<file path="src/rtl/battleship_pkg.sv">
// Constants and types shared by the cursor controller and the placement/attack states.
// Coordinate helpers wrap modulo BOARD_SIZE using COORD_W-bit arithmetic.
package battleship_pkg;

  localparam int BOARD_SIZE = 5;
  localparam int COORD_W    = 3;

  // Bit positions of the five buttons inside the packed button vectors.
  localparam int NUM_BTN     = 5;
  localparam int BTN_UP      = 0;
  localparam int BTN_DOWN    = 1;
  localparam int BTN_LEFT    = 2;
  localparam int BTN_RIGHT   = 3;
  localparam int BTN_CONFIRM = 4;

  typedef logic [COORD_W-1:0] coord_t;

  typedef enum logic [2:0] {
    DIR_NONE,
    DIR_UP,
    DIR_DOWN,
    DIR_LEFT,
    DIR_RIGHT
  } dir_e;

  typedef enum logic [1:0] {
    CUR_IDLE,
    CUR_HOLD_WAIT,
    CUR_REPEAT
  } cursor_fsm_e;

  function automatic coord_t coord_inc(input coord_t c);
    return (c == coord_t'(BOARD_SIZE - 1)) ? '0 : c + coord_t'(1);
  endfunction

  function automatic coord_t coord_dec(input coord_t c);
    return (c == '0) ? coord_t'(BOARD_SIZE - 1) : c - coord_t'(1);
  endfunction

endpackage

</file>
<file path="src/rtl/board_cursor_controller_if.sv">
// Board-side bundle: raw buttons and enable towards the controller, cursor and strobes back.
// master = board/button side, slave = cursor controller.
interface board_cursor_controller_if;
  import battleship_pkg::*;

  logic   enable;
  logic   btn_up;
  logic   btn_down;
  logic   btn_left;
  logic   btn_right;
  logic   btn_confirm;
  coord_t i_actual;
  coord_t j_actual;
  logic   confirm_colocation_button;
  logic   cursor_moved;

  modport master (
    output enable, btn_up, btn_down, btn_left, btn_right, btn_confirm,
    input  i_actual, j_actual, confirm_colocation_button, cursor_moved
  );

  modport slave (
    input  enable, btn_up, btn_down, btn_left, btn_right, btn_confirm,
    output i_actual, j_actual, confirm_colocation_button, cursor_moved
  );

endinterface

</file>
<file path="src/rtl/button_debouncer.sv">
// One raw push-button: 2-FF synchroniser, run-length debouncer and rising-edge detector.
// The level flips only after DEBOUNCE_CYCLES consecutive cycles of disagreement.
module button_debouncer #(
  parameter int unsigned DEBOUNCE_CYCLES = 500000
) (
  input  logic clk,
  input  logic rst,
  input  logic btn_raw_i,
  output logic level_o,
  output logic rise_o
);

  localparam int unsigned CNT_W = (DEBOUNCE_CYCLES > 2) ? $clog2(DEBOUNCE_CYCLES) : 1;
  typedef logic [CNT_W-1:0] cnt_t;

  logic sync1_q;
  logic sync2_q;
  logic level_q;
  logic prev_q;
  cnt_t cnt_q;

  // NOTE: every register here uses <= so all flops sample pre-edge values; a blocking
  // assignment would collapse the synchroniser chain into a single stage.
  always_ff @(posedge clk) begin
    if (rst) begin
      sync1_q <= 1'b0;
      sync2_q <= 1'b0;
      level_q <= 1'b0;
      prev_q  <= 1'b0;
      cnt_q   <= '0;
    end else begin
      sync1_q <= btn_raw_i;
      sync2_q <= sync1_q;
      prev_q  <= level_q;
      if (sync2_q == level_q) begin
        cnt_q <= '0;
      end else if (cnt_q == cnt_t'(DEBOUNCE_CYCLES - 1)) begin
        level_q <= sync2_q;
        cnt_q   <= '0;
      end else begin
        cnt_q <= cnt_q + cnt_t'(1);
      end
    end
  end

  assign level_o = level_q;
  assign rise_o  = level_q & ~prev_q;

endmodule

</file>
<file path="src/rtl/board_cursor_controller.sv">
// Cursor controller: debounced buttons drive a wrapping 5x5 cursor with hold-to-repeat
// and a one-cycle confirm strobe; all outputs are registered.
module board_cursor_controller
  import battleship_pkg::*;
#(
  parameter int unsigned DEBOUNCE_CYCLES = 500000,
  parameter int unsigned HOLD_CYCLES     = 25000000,
  parameter int unsigned REPEAT_CYCLES   = 10000000
) (
  input  logic                     clk,
  input  logic                     rst,
  board_cursor_controller_if.slave bus
);

  localparam int unsigned TMR_MAX = (HOLD_CYCLES > REPEAT_CYCLES) ? HOLD_CYCLES : REPEAT_CYCLES;
  localparam int unsigned TMR_W   = (TMR_MAX > 2) ? $clog2(TMR_MAX) : 1;
  typedef logic [TMR_W-1:0] timer_t;

  logic [NUM_BTN-1:0] btn_raw;
  logic [NUM_BTN-1:0] btn_level;
  logic [NUM_BTN-1:0] btn_rise;

  assign btn_raw[BTN_UP]      = bus.btn_up;
  assign btn_raw[BTN_DOWN]    = bus.btn_down;
  assign btn_raw[BTN_LEFT]    = bus.btn_left;
  assign btn_raw[BTN_RIGHT]   = bus.btn_right;
  assign btn_raw[BTN_CONFIRM] = bus.btn_confirm;

  for (genvar g = 0; g < NUM_BTN; g++) begin : g_btn
    button_debouncer #(
      .DEBOUNCE_CYCLES(DEBOUNCE_CYCLES)
    ) u_debouncer (
      .clk      (clk),
      .rst      (rst),
      .btn_raw_i(btn_raw[g]),
      .level_o  (btn_level[g]),
      .rise_o   (btn_rise[g])
    );
  end

  cursor_fsm_e        state_q;
  dir_e               latched_q;
  timer_t             timer_q;
  coord_t             i_q;
  coord_t             j_q;
  logic               confirm_q;
  logic               moved_q;

  dir_e               press_dir;
  dir_e               move_dir;
  logic [NUM_BTN-1:0] latched_mask;
  logic               latched_held;
  timer_t             timer_limit;
  logic               timer_done;

  // NOTE: every signal gets a default at the top of the block so no path leaves it
  // unassigned, which would otherwise infer a latch.
  always_comb begin
    press_dir    = DIR_NONE;
    latched_mask = '0;
    move_dir     = DIR_NONE;

    if (btn_rise[BTN_UP])         press_dir = DIR_UP;
    else if (btn_rise[BTN_DOWN])  press_dir = DIR_DOWN;
    else if (btn_rise[BTN_LEFT])  press_dir = DIR_LEFT;
    else if (btn_rise[BTN_RIGHT]) press_dir = DIR_RIGHT;

    case (latched_q)
      DIR_UP:    latched_mask[BTN_UP]    = 1'b1;
      DIR_DOWN:  latched_mask[BTN_DOWN]  = 1'b1;
      DIR_LEFT:  latched_mask[BTN_LEFT]  = 1'b1;
      DIR_RIGHT: latched_mask[BTN_RIGHT] = 1'b1;
      default:   latched_mask            = '0;
    endcase
    latched_held = |(btn_level & latched_mask);

    timer_limit = (state_q == CUR_REPEAT) ? timer_t'(REPEAT_CYCLES - 1)
                                          : timer_t'(HOLD_CYCLES - 1);
    timer_done  = (timer_q == timer_limit);

    // A fresh press always wins over a pending auto-repeat of the latched direction.
    if (press_dir != DIR_NONE) begin
      move_dir = press_dir;
    end else if (state_q != CUR_IDLE && latched_held && timer_done) begin
      move_dir = latched_q;
    end
  end

  always_ff @(posedge clk) begin
    if (rst) begin
      state_q   <= CUR_IDLE;
      latched_q <= DIR_NONE;
      timer_q   <= '0;
      i_q       <= '0;
      j_q       <= '0;
      confirm_q <= 1'b0;
      moved_q   <= 1'b0;
    end else begin
      confirm_q <= bus.enable & btn_rise[BTN_CONFIRM];
      moved_q   <= 1'b0;

      // Confirm in the same cycle swallows the move; the FSM still tracks the press.
      if (bus.enable && !btn_rise[BTN_CONFIRM] && move_dir != DIR_NONE) begin
        moved_q <= 1'b1;
        case (move_dir)
          DIR_UP:    i_q <= coord_dec(i_q);
          DIR_DOWN:  i_q <= coord_inc(i_q);
          DIR_LEFT:  j_q <= coord_dec(j_q);
          DIR_RIGHT: j_q <= coord_inc(j_q);
          default:   moved_q <= 1'b0;
        endcase
      end

      if (!bus.enable) begin
        state_q   <= CUR_IDLE;
        latched_q <= DIR_NONE;
        timer_q   <= '0;
      end else if (press_dir != DIR_NONE) begin
        state_q   <= CUR_HOLD_WAIT;
        latched_q <= press_dir;
        timer_q   <= '0;
      end else begin
        case (state_q)
          CUR_HOLD_WAIT, CUR_REPEAT: begin
            if (!latched_held) begin
              state_q   <= CUR_IDLE;
              latched_q <= DIR_NONE;
              timer_q   <= '0;
            end else if (timer_done) begin
              state_q <= CUR_REPEAT;
              timer_q <= '0;
            end else begin
              timer_q <= timer_q + timer_t'(1);
            end
          end
          default: begin
            state_q <= CUR_IDLE;
            timer_q <= '0;
          end
        endcase
      end
    end
  end

  assign bus.i_actual                  = i_q;
  assign bus.j_actual                  = j_q;
  assign bus.confirm_colocation_button = confirm_q;
  assign bus.cursor_moved              = moved_q;

endmodule

</file>
<file path="src/flat_wrapper.sv">
// flat-port wrapper written by rule: the top's interface ports become plain ports
module board_cursor_controller_flat import battleship_pkg::*;
#(
  parameter int unsigned DEBOUNCE_CYCLES = 500000,
  parameter int unsigned HOLD_CYCLES     = 25000000,
  parameter int unsigned REPEAT_CYCLES   = 10000000
)
  (clk, rst, bus_enable, bus_btn_up, bus_btn_down, bus_btn_left, bus_btn_right, bus_btn_confirm, bus_i_actual, bus_j_actual, bus_confirm_colocation_button, bus_cursor_moved);
  board_cursor_controller_if bus_i ();
  input  logic clk;
  input  logic rst;
  input wire logic [$bits(bus_i.enable)-1:0] bus_enable;
  input wire logic [$bits(bus_i.btn_up)-1:0] bus_btn_up;
  input wire logic [$bits(bus_i.btn_down)-1:0] bus_btn_down;
  input wire logic [$bits(bus_i.btn_left)-1:0] bus_btn_left;
  input wire logic [$bits(bus_i.btn_right)-1:0] bus_btn_right;
  input wire logic [$bits(bus_i.btn_confirm)-1:0] bus_btn_confirm;
  output wire logic [$bits(bus_i.i_actual)-1:0] bus_i_actual;
  output wire logic [$bits(bus_i.j_actual)-1:0] bus_j_actual;
  output wire logic [$bits(bus_i.confirm_colocation_button)-1:0] bus_confirm_colocation_button;
  output wire logic [$bits(bus_i.cursor_moved)-1:0] bus_cursor_moved;
  assign bus_i.enable = bus_enable;
  assign bus_i.btn_up = bus_btn_up;
  assign bus_i.btn_down = bus_btn_down;
  assign bus_i.btn_left = bus_btn_left;
  assign bus_i.btn_right = bus_btn_right;
  assign bus_i.btn_confirm = bus_btn_confirm;
  assign bus_i_actual = bus_i.i_actual;
  assign bus_j_actual = bus_i.j_actual;
  assign bus_confirm_colocation_button = bus_i.confirm_colocation_button;
  assign bus_cursor_moved = bus_i.cursor_moved;
  board_cursor_controller #(.DEBOUNCE_CYCLES(DEBOUNCE_CYCLES), .HOLD_CYCLES(HOLD_CYCLES), .REPEAT_CYCLES(REPEAT_CYCLES)) u_core (.clk(clk), .rst(rst), .bus(bus_i));
endmodule
</file>
<file path="config.mk">
export PLATFORM = sky130hd
export DESIGN_NAME = board_cursor_controller_flat
export DESIGN_NICKNAME = d
export VERILOG_FILES = /design/src/rtl/battleship_pkg.sv /design/src/rtl/board_cursor_controller_if.sv /design/src/rtl/button_debouncer.sv /design/src/rtl/board_cursor_controller.sv /design/src/flat_wrapper.sv
export SDC_FILE = /design/constraint.sdc
export NUM_CORES = 1
export LEC_CHECK = 0
export CORE_AREA = 2 2 156 158
export CTS_BUF_LIST = sky130_fd_sc_hd__clkbuf_8
export DETAILED_ROUTE_END_ITERATION = 10
export DIE_AREA = 0 0 158 160
export PLACE_DENSITY = 0.39
export SYNTH_ARGS = -nofsm -noshare
export SYNTH_HDL_FRONTEND = slang
export SYNTH_SLANG_ARGS = --single-unit
</file>
<file path="constraint.sdc">
create_clock -name clk -period 5.25 [get_ports clk]
set_input_delay 1.05 -clock clk [delete_from_list [all_inputs] [get_ports clk]]
set_output_delay 1.05 -clock clk [all_outputs]
set_load 0.01 [all_outputs]
</file>
==> results of run 1 <==
through the flow:
| step | setup WS (ns) | hold slack, ns |
|---|---|---|
| floorplan | 3.05 | 0.414 |
| global placement | 2.09 | 0.422 |
| detailed placement | 2.02 | 0.420 |
| CTS | 2.53 | 0.441 |
| global route | 2.31 | 0.466 |
| finish | 2.56 | 0.437 |
cell usage after synthesis, drive strengths merged, types with 12 or more instances:
cell type  count
nand4         15
and3          29
nand2         61
nand3         43
clkbuf        14
ha            16
o21ai         12
nor2b         19
nor2         149
inv           24
a21oi         14
xnor2         37
dfxtp        153
xor2          70
power by group through the flow:
stage	sequential [mW]	clock, mW	combinational [mW]
final	1.17	1.04	0.0260
after global routing	1.17	1.14	0.0294
after CTS	1.17	1.09	0.0268
after detailed placement	1.19	0	0.0268
after global placement	1.19	0	0.0266
after floorplan	1.19	0	0.0165
state kept, by name (all words and copies together) (netlist names):
register,cells
u_core.state_q,2
u_core.g_btn.u_debouncer.level_o,5
u_core.bus.j_actual,3
u_core.latched_q,3
u_core.g_btn.u_debouncer.prev_q,5
u_core.g_btn.u_debouncer.cnt_q,95
u_core.bus.i_actual,3
u_core.bus.cursor_moved,1
u_core.g_btn.u_debouncer.sync2_q,5
u_core.bus.confirm_colocation_button,1
u_core.timer_q,25
u_core.g_btn.u_debouncer.sync1_q,5
critical path: cells and delay by family:
kind | cells | cell delay [ns]
buffers and inverters | 3 | 0.97
and+or+nand+nor | 3 | 0.95
cell usage in the layout (no fill, tap or decap), types with 5 or more instances in the layout:
| cell type | count |
|---|---|
| nor4_1 | 6 |
| ha_1 | 16 |
| bufinv_16 | 6 |
| nand4_1 | 15 |
| clkdlybuf4s50_1 | 15 |
| o21ai_0 | 8 |
| and4_1 | 7 |
| nand2_1 | 60 |
| and3_1 | 29 |
| xnor2_1 | 37 |
| nor2_1 | 149 |
| xor2_1 | 70 |
| a21oi_1 | 14 |
| mux2i_1 | 8 |
| nor3_1 | 10 |
| nand2b_1 | 5 |
| inv_1 | 28 |
| and2_1 | 5 |
| or3_1 | 11 |
| clkbuf_8 | 18 |
| dfxtp_1 | 153 |
| nor4b_1 | 10 |
| nand3_1 | 43 |
| nor2b_1 | 19 |
cells by family (layout without fill, tap and decap cells):
group,after synthesis,count (layout),share of synthesized area [%]
multiplexers,8,8,1.18
AND/OR/NAND/NOR,390,390,28.9
AO/OA/AOI/OAI,47,47,5.31
adder cells (fa/ha/maj),16,16,2.96
buffers and inverters,43,70,2.55
flip-flops,153,153,45.3
XOR/XNOR,107,107,13.8
final cells by class:
cell class	instances	area [sq um]	area share, %
sequential	153	3060	39.8
tap	324	405	5.26
timing repair buffer	16	158	2.05
clock buffer	18	248	3.22
inverter	24	90.1	1.17
multi-input combinational	568	3530	45.8
clock inverter	12	209	2.71
routing by layer:
layer / share of wire, % / global-route usage (%) / vias up
met5: 0 / 0 / -
met3: 2.1 / 3.18 / 10
met2: 47 / 18.5 / 36
li1: - / - / 2600
met1: 49 / 13.8 / 2333
met4: 1.2 / 3.81 / 0
how the worst max path moves through the flow:
stage,from,end,slack [ns],cells after the start
6_report,rst,u_core.timer_q[5]$_SDFF_PP0_,2.56,6
4_1_cts,rst,u_core.timer_q[5]$_SDFF_PP0_,2.53,6
3_5_place_dp,rst,u_core.timer_q[4]$_SDFF_PP0_,2.02,6
2_1_floorplan,rst,u_core.g_btn[2].u_debouncer.cnt_q[10]$_SDFF_PP0_,3.05,5
5_1_grt,rst,u_core.timer_q[18]$_SDFF_PP0_,2.31,6
3_3_place_gp,rst,u_core.timer_q[3]$_SDFF_PP0_,2.09,6
==> impl_metrics.toml, run 1 <==
[floorplan]
die_h_microns = 160
num_io_pins = 16
die_w_microns = 158
start_util_pct = 28.4
placementRows = 57
core_area_sq_um = 23800
dieArea_sq_um = 25300

[power_and_ir_drop]
power_frac_comb_pct = 1.2
pwr_density_cell_nw_per_um2 = 290
p_seq_share_pct = 52.3
swShare_pct = 19.8
pwr-share-clk_pct = 46.5
leakagePower_nw = 2.56
peakVddDrop_uv = 122
internal-power_mw = 1.79
switchingPower_uw = 442
finalPower_mw = 2.23

[timing]
slew_viol_final = 0
fin_setup_tns_ns = 0
relSlewSlack_pct = 42.2
min_period_ns = 2.69
worst_slew_pin_slew_ns = 0.867
rsz0062_at_grt = "false"
fin_crit_sh_pct = 51.2
finalSetupViolCount = 0
hold_viol_final = 0
clock.fmax_mhz = 372
fin_skew_ns = 0.0118

[layout]
nFillCells = 2522
n_antenna_cell = 0
final_nets = 804
fin_util_pct = 32.3
final_cells = 1115
design_area_sq_um = 7700
synthToLayoutAreaGrowth_pct = 13.8
drive_gt1_share_pct = 4.68

[logic_synthesis]
synth_area_leaders = "dfxtp_1 (45%), xor2_1 (9.1%), nor2_1 (8.3%)"
synth-seq-cells = 153
synth-async-reset-ratio_pct = 0
synth_warnings = 0
synth_top_area_share_pct = 45.3
synthFlopType = "dfxtp_1"
synth_edf_count = 0
yosysSeqAreaShare_pct = 45.3
synth_area_leader_cell = "dfxtp_1"
synth_nets = 788
synth_cell_types = 54
synth_area_sq_um = 6770
synthCells = 764
syn_avg_cell_area_sq_um = 8.86

[worst_hold_path]
hold_end = "u_core.g_btn[0].u_debouncer.sync2_q$_SDFF_PP0_"
hold_depth = 1
hold_class = "reg2reg"
min_from = "u_core.g_btn[0].u_debouncer.sync1_q$_SDFF_PP0_"

[setup_path]
cp.arrival_ns = 2.99
crit_chain = "clkdlybuf4s50_1 -> buf_4 -> inv_1 -> nand4_1 -> or2_1 -> nor2_1"
critPathMaxStageDelay_ns = 0.68
crit_path_start_kind = "input pin"
timing.rr.end = "u_core.bus.i_actual[1]$_SDFFE_PP0P_"
critPathSlowestCell = "or2_1"
cp_max_fo = 30
r2r_start = "u_core.timer_q[9]$_SDFF_PP0_"
reg2reg_slack_ns = 2.77
end_kind = "register"
path_class = "in2reg"
reg2reg_depth = 7
worst_ep_required_time_ns = 5.55

[place]
post_dp_cell_area_sq_um = 7250
dp.cells = 1085
gp_congestion = 0.743
hpwl_microns = 9220
port_buffers = 15

[global_routing]
grt_pass1_wl_microns = 22900
grt_pass1_vias = 5000
grt_use_total_pct = 11.2
antenna_found_initial = 0
grt-ovfl-total = 0
grt_max_degree = 31

[detailed_routing]
vias_per_cell = 4.47
wl_per_cell_microns = 11.7
dr.pass1.iters = 4
drt_iter0_markers = 183
vias = 4979
drc_errors = 0
routed_wl_microns = 13000
ant_nets = 0

[clock_tree]
ctsRootBufferMaster = "clkbuf_8"
hold_buffers = 0
cts.clk_slew.worst_paths_ns = 0.08
cts_tree = "done"
cts_setup_buffers = 0
h-tree-depth = 4
cts_buffers = 17
clk_latency_ns = 0.44
clock-sinks = 153
clock_path_buffers = 2
ctsResizeCount = 0

[outcome]
status = "complete, no violations"

[job]
maxCapViolations = 0
Note: power is estimated with default switching activity, not from simulation.
==> inputs of run 2 (changes only) <==
--- a/config.mk
+++ b/config.mk
@@ -9,7 +9,7 @@
 export CTS_BUF_LIST = sky130_fd_sc_hd__clkbuf_8
 export DETAILED_ROUTE_END_ITERATION = 10
 export DIE_AREA = 0 0 158 160
-export PLACE_DENSITY = 0.39
+export PLACE_DENSITY = 0.41
 export SYNTH_ARGS = -nofsm -noshare
 export SYNTH_HDL_FRONTEND = slang
 export SYNTH_SLANG_ARGS = --single-unit
==> constraint.sdc (replaced) <==
create_clock -name clk -period 2.2 [get_ports clk]
set_input_delay 0.44 -clock clk [delete_from_list [all_inputs] [get_ports clk]]
set_output_delay 0.44 -clock clk [all_outputs]
set_load 0.01 [all_outputs]
==> impl_metrics.toml, run 2 (synthesized netlist as in run 1, its figures left out) <==
[outcome]
status = "complete, no violations"

[timing]
fin_crit_sh_pct = 95.0
min_period_ns = 2.09
worst_slew_pin_slew_ns = 0.558
fin_hold_ws_ns = 0.443
relSlewSlack_pct = 62.4
hold_viol_final = 0
clock.fmax_mhz = 479
fin_skew_ns = 0.0136
rsz0062_at_grt = "true"
finalSetupViolCount = 0
slew_viol_final = 0

[power_and_ir_drop]
leakagePower_nw = 2.68
peakVddDrop_uv = 372
pwr_density_cell_nw_per_um2 = 629

[global_routing]
grt_use_total_pct = 10.9
grt_pass1_wl_microns = 22700
grt_max_degree = 26
grt-ovfl-total = 0
top_usage_layer = "met2"
grtUsageMet3_pct = 3.26
antenna_found_initial = 0
use_met2_pct = 16.6
grt_pass1_vias = 5000
use_met1_pct = 14.8

[floorplan]
start_util_pct = 28.4
placementRows = 57
num_io_pins = 16
die_h_microns = 160
dieArea_sq_um = 25300
die_w_microns = 158
core_area_sq_um = 23800

[detailed_routing]
vias = 5048
drt_iter0_markers = 277
drc_errors = 0
vias_per_cell = 4.39
wl_per_cell_microns = 11.2
ant_nets = 0
dr.pass1.iters = 4
routed_wl_microns = 12800

[clock_tree]
cts.clk_slew.worst_paths_ns = 0.08
clock_path_buffers = 2
hold_buffers = 0
ctsRootBufferMaster = "clkbuf_8"
clk_latency_ns = 0.44
cts_tree = "done"
h-tree-depth = 4
cts_buffers = 17
clock-sinks = 153

[layout]
final-seq-area_sq_um = 3060
reg_top3 = "u_core.g_btn.u_debouncer.cnt_q x95, u_core.timer_q x25"
largest_register = "u_core.g_btn.u_debouncer.cnt_q"
layout_common_cells = "dfxtp_1 (152), nor2_1 (149), xor2_1 (70), nand2_1 (59), nand3_1 (43)"
mostFrequentLayoutCell = "dfxtp_1"
nFillCells = 2497
final_cells = 1149
fin_util_pct = 33.3
drive_gt1_share_pct = 9.94
design_area_sq_um = 7940
multi_input_area_sq_um = 3570
synthToLayoutAreaGrowth_pct = 17.3
final_nets = 836
n_antenna_cell = 0
largest_register_ffs = 95

[place]
port_buffers = 15
post_dp_cell_area_sq_um = 7470
dp.cells = 1115
hpwl_microns = 9220
gp_congestion = 0.796

[setup_path]
cp_max_fo = 6
end_kind = "register"
cp.arrival_ns = 2.46
worst_ep_required_time_ns = 2.57
crit_path_start_kind = "register"
path_class = "reg2reg"

[worst_hold_path]
hold_class = "reg2reg"

[job]
maxCapViolations = 0
[run 2: changes by cell type in the layout (fill, tap and decap cells not counted), sizes merged]
cell	change
buf	+32
inv	-2
clkinvlp	+3
clkbuf	+2
bufinv	-4
clkinv	+3
[run 2: where the power goes]
part	leakage [nW]	switching, mW	total (mW)	internal (mW)
Combinational	1.25	0.0403	0.0716	0.0312
Sequential	1.23	0.00579	2.78	2.78
Clock	0.202	1.04	2.13	1.09
Total	2.68	1.09	4.99	3.90
[run 2: path summary, 6_finish.rpt]
check,startpoint,end,slack [ns],depth (start not counted)
worst max-delay path,u_core.timer_q[10]$_SDFF_PP0_,u_core.bus.j_actual[2]$_SDFFE_PP0P_,0.11,8
worst min-delay path,u_core.g_btn[3].u_debouncer.sync1_q$_SDFF_PP0_,u_core.g_btn[3].u_debouncer.sync2_q$_SDFF_PP0_,0.44,1
worst max register to register,u_core.timer_q[10]$_SDFF_PP0_,u_core.bus.j_actual[2]$_SDFFE_PP0P_,0.11,8
worst min register to register,u_core.g_btn[3].u_debouncer.sync1_q$_SDFF_PP0_,u_core.g_btn[3].u_debouncer.sync2_q$_SDFF_PP0_,0.44,1
[run 2: timing repair]
action,CTS,global route
setup buffers,0,2
pin swaps,1,8
gates resized for setup,1,10
setup endpoints to repair,1,28
[run 2: critical path, cell delays in order (launching register included)]
cell and delay [ns]:
dfxtp_1 0.31, or4b_4 0.53, o22ai_2 0.11, o2111a_4 0.28
a41oi_4 0.16, buf_6 0.18, nor4b_2 0.23, o21ai_1 0.09
o21ai_1 0.13
[run 2: layout make-up]
class                   count  area share [%]
well taps                 324            5.11
multi-input cells         568            45.0
repair buffers             48            5.11
clock buffers              20            3.47
clock inverters            12            1.56
inverters                  24            1.14
flip-flops and latches    153            38.6
[run 2: layer usage]
metal,up-vias,wire (microns)
met5,-,0
met4,0,178
met3,11,391
met2,39,5640
met1,2332,6630
li1,2666,-
[run 2: metrics by stage]
stage | total power [mW] | worst slack (ns) | TNS, ns
2_1_floorplan | 2.89 | 0.0884 | 0
3_3_place_gp | 2.92 | -0.00243 | -0.00243
3_5_place_dp | 2.92 | -0.0530 | -0.0530
4_1_cts | 5.10 | 0.0149 | 0
5_1_grt | 5.23 | -0.0401 | -0.0895
6_report | 4.99 | 0.111 | 0
==> inputs of run 3 (changes only) <==
--- a/config.mk
+++ b/config.mk
@@ -5,6 +5,7 @@
 export SDC_FILE = /design/constraint.sdc
 export NUM_CORES = 1
 export LEC_CHECK = 0
+export CAP_MARGIN = 20
 export CORE_AREA = 2 2 156 158
 export CTS_BUF_LIST = sky130_fd_sc_hd__clkbuf_8
 export DETAILED_ROUTE_END_ITERATION = 10
==> results of run 3 <==
No change in the layout: final DEF, timing and power equal those of run 2.
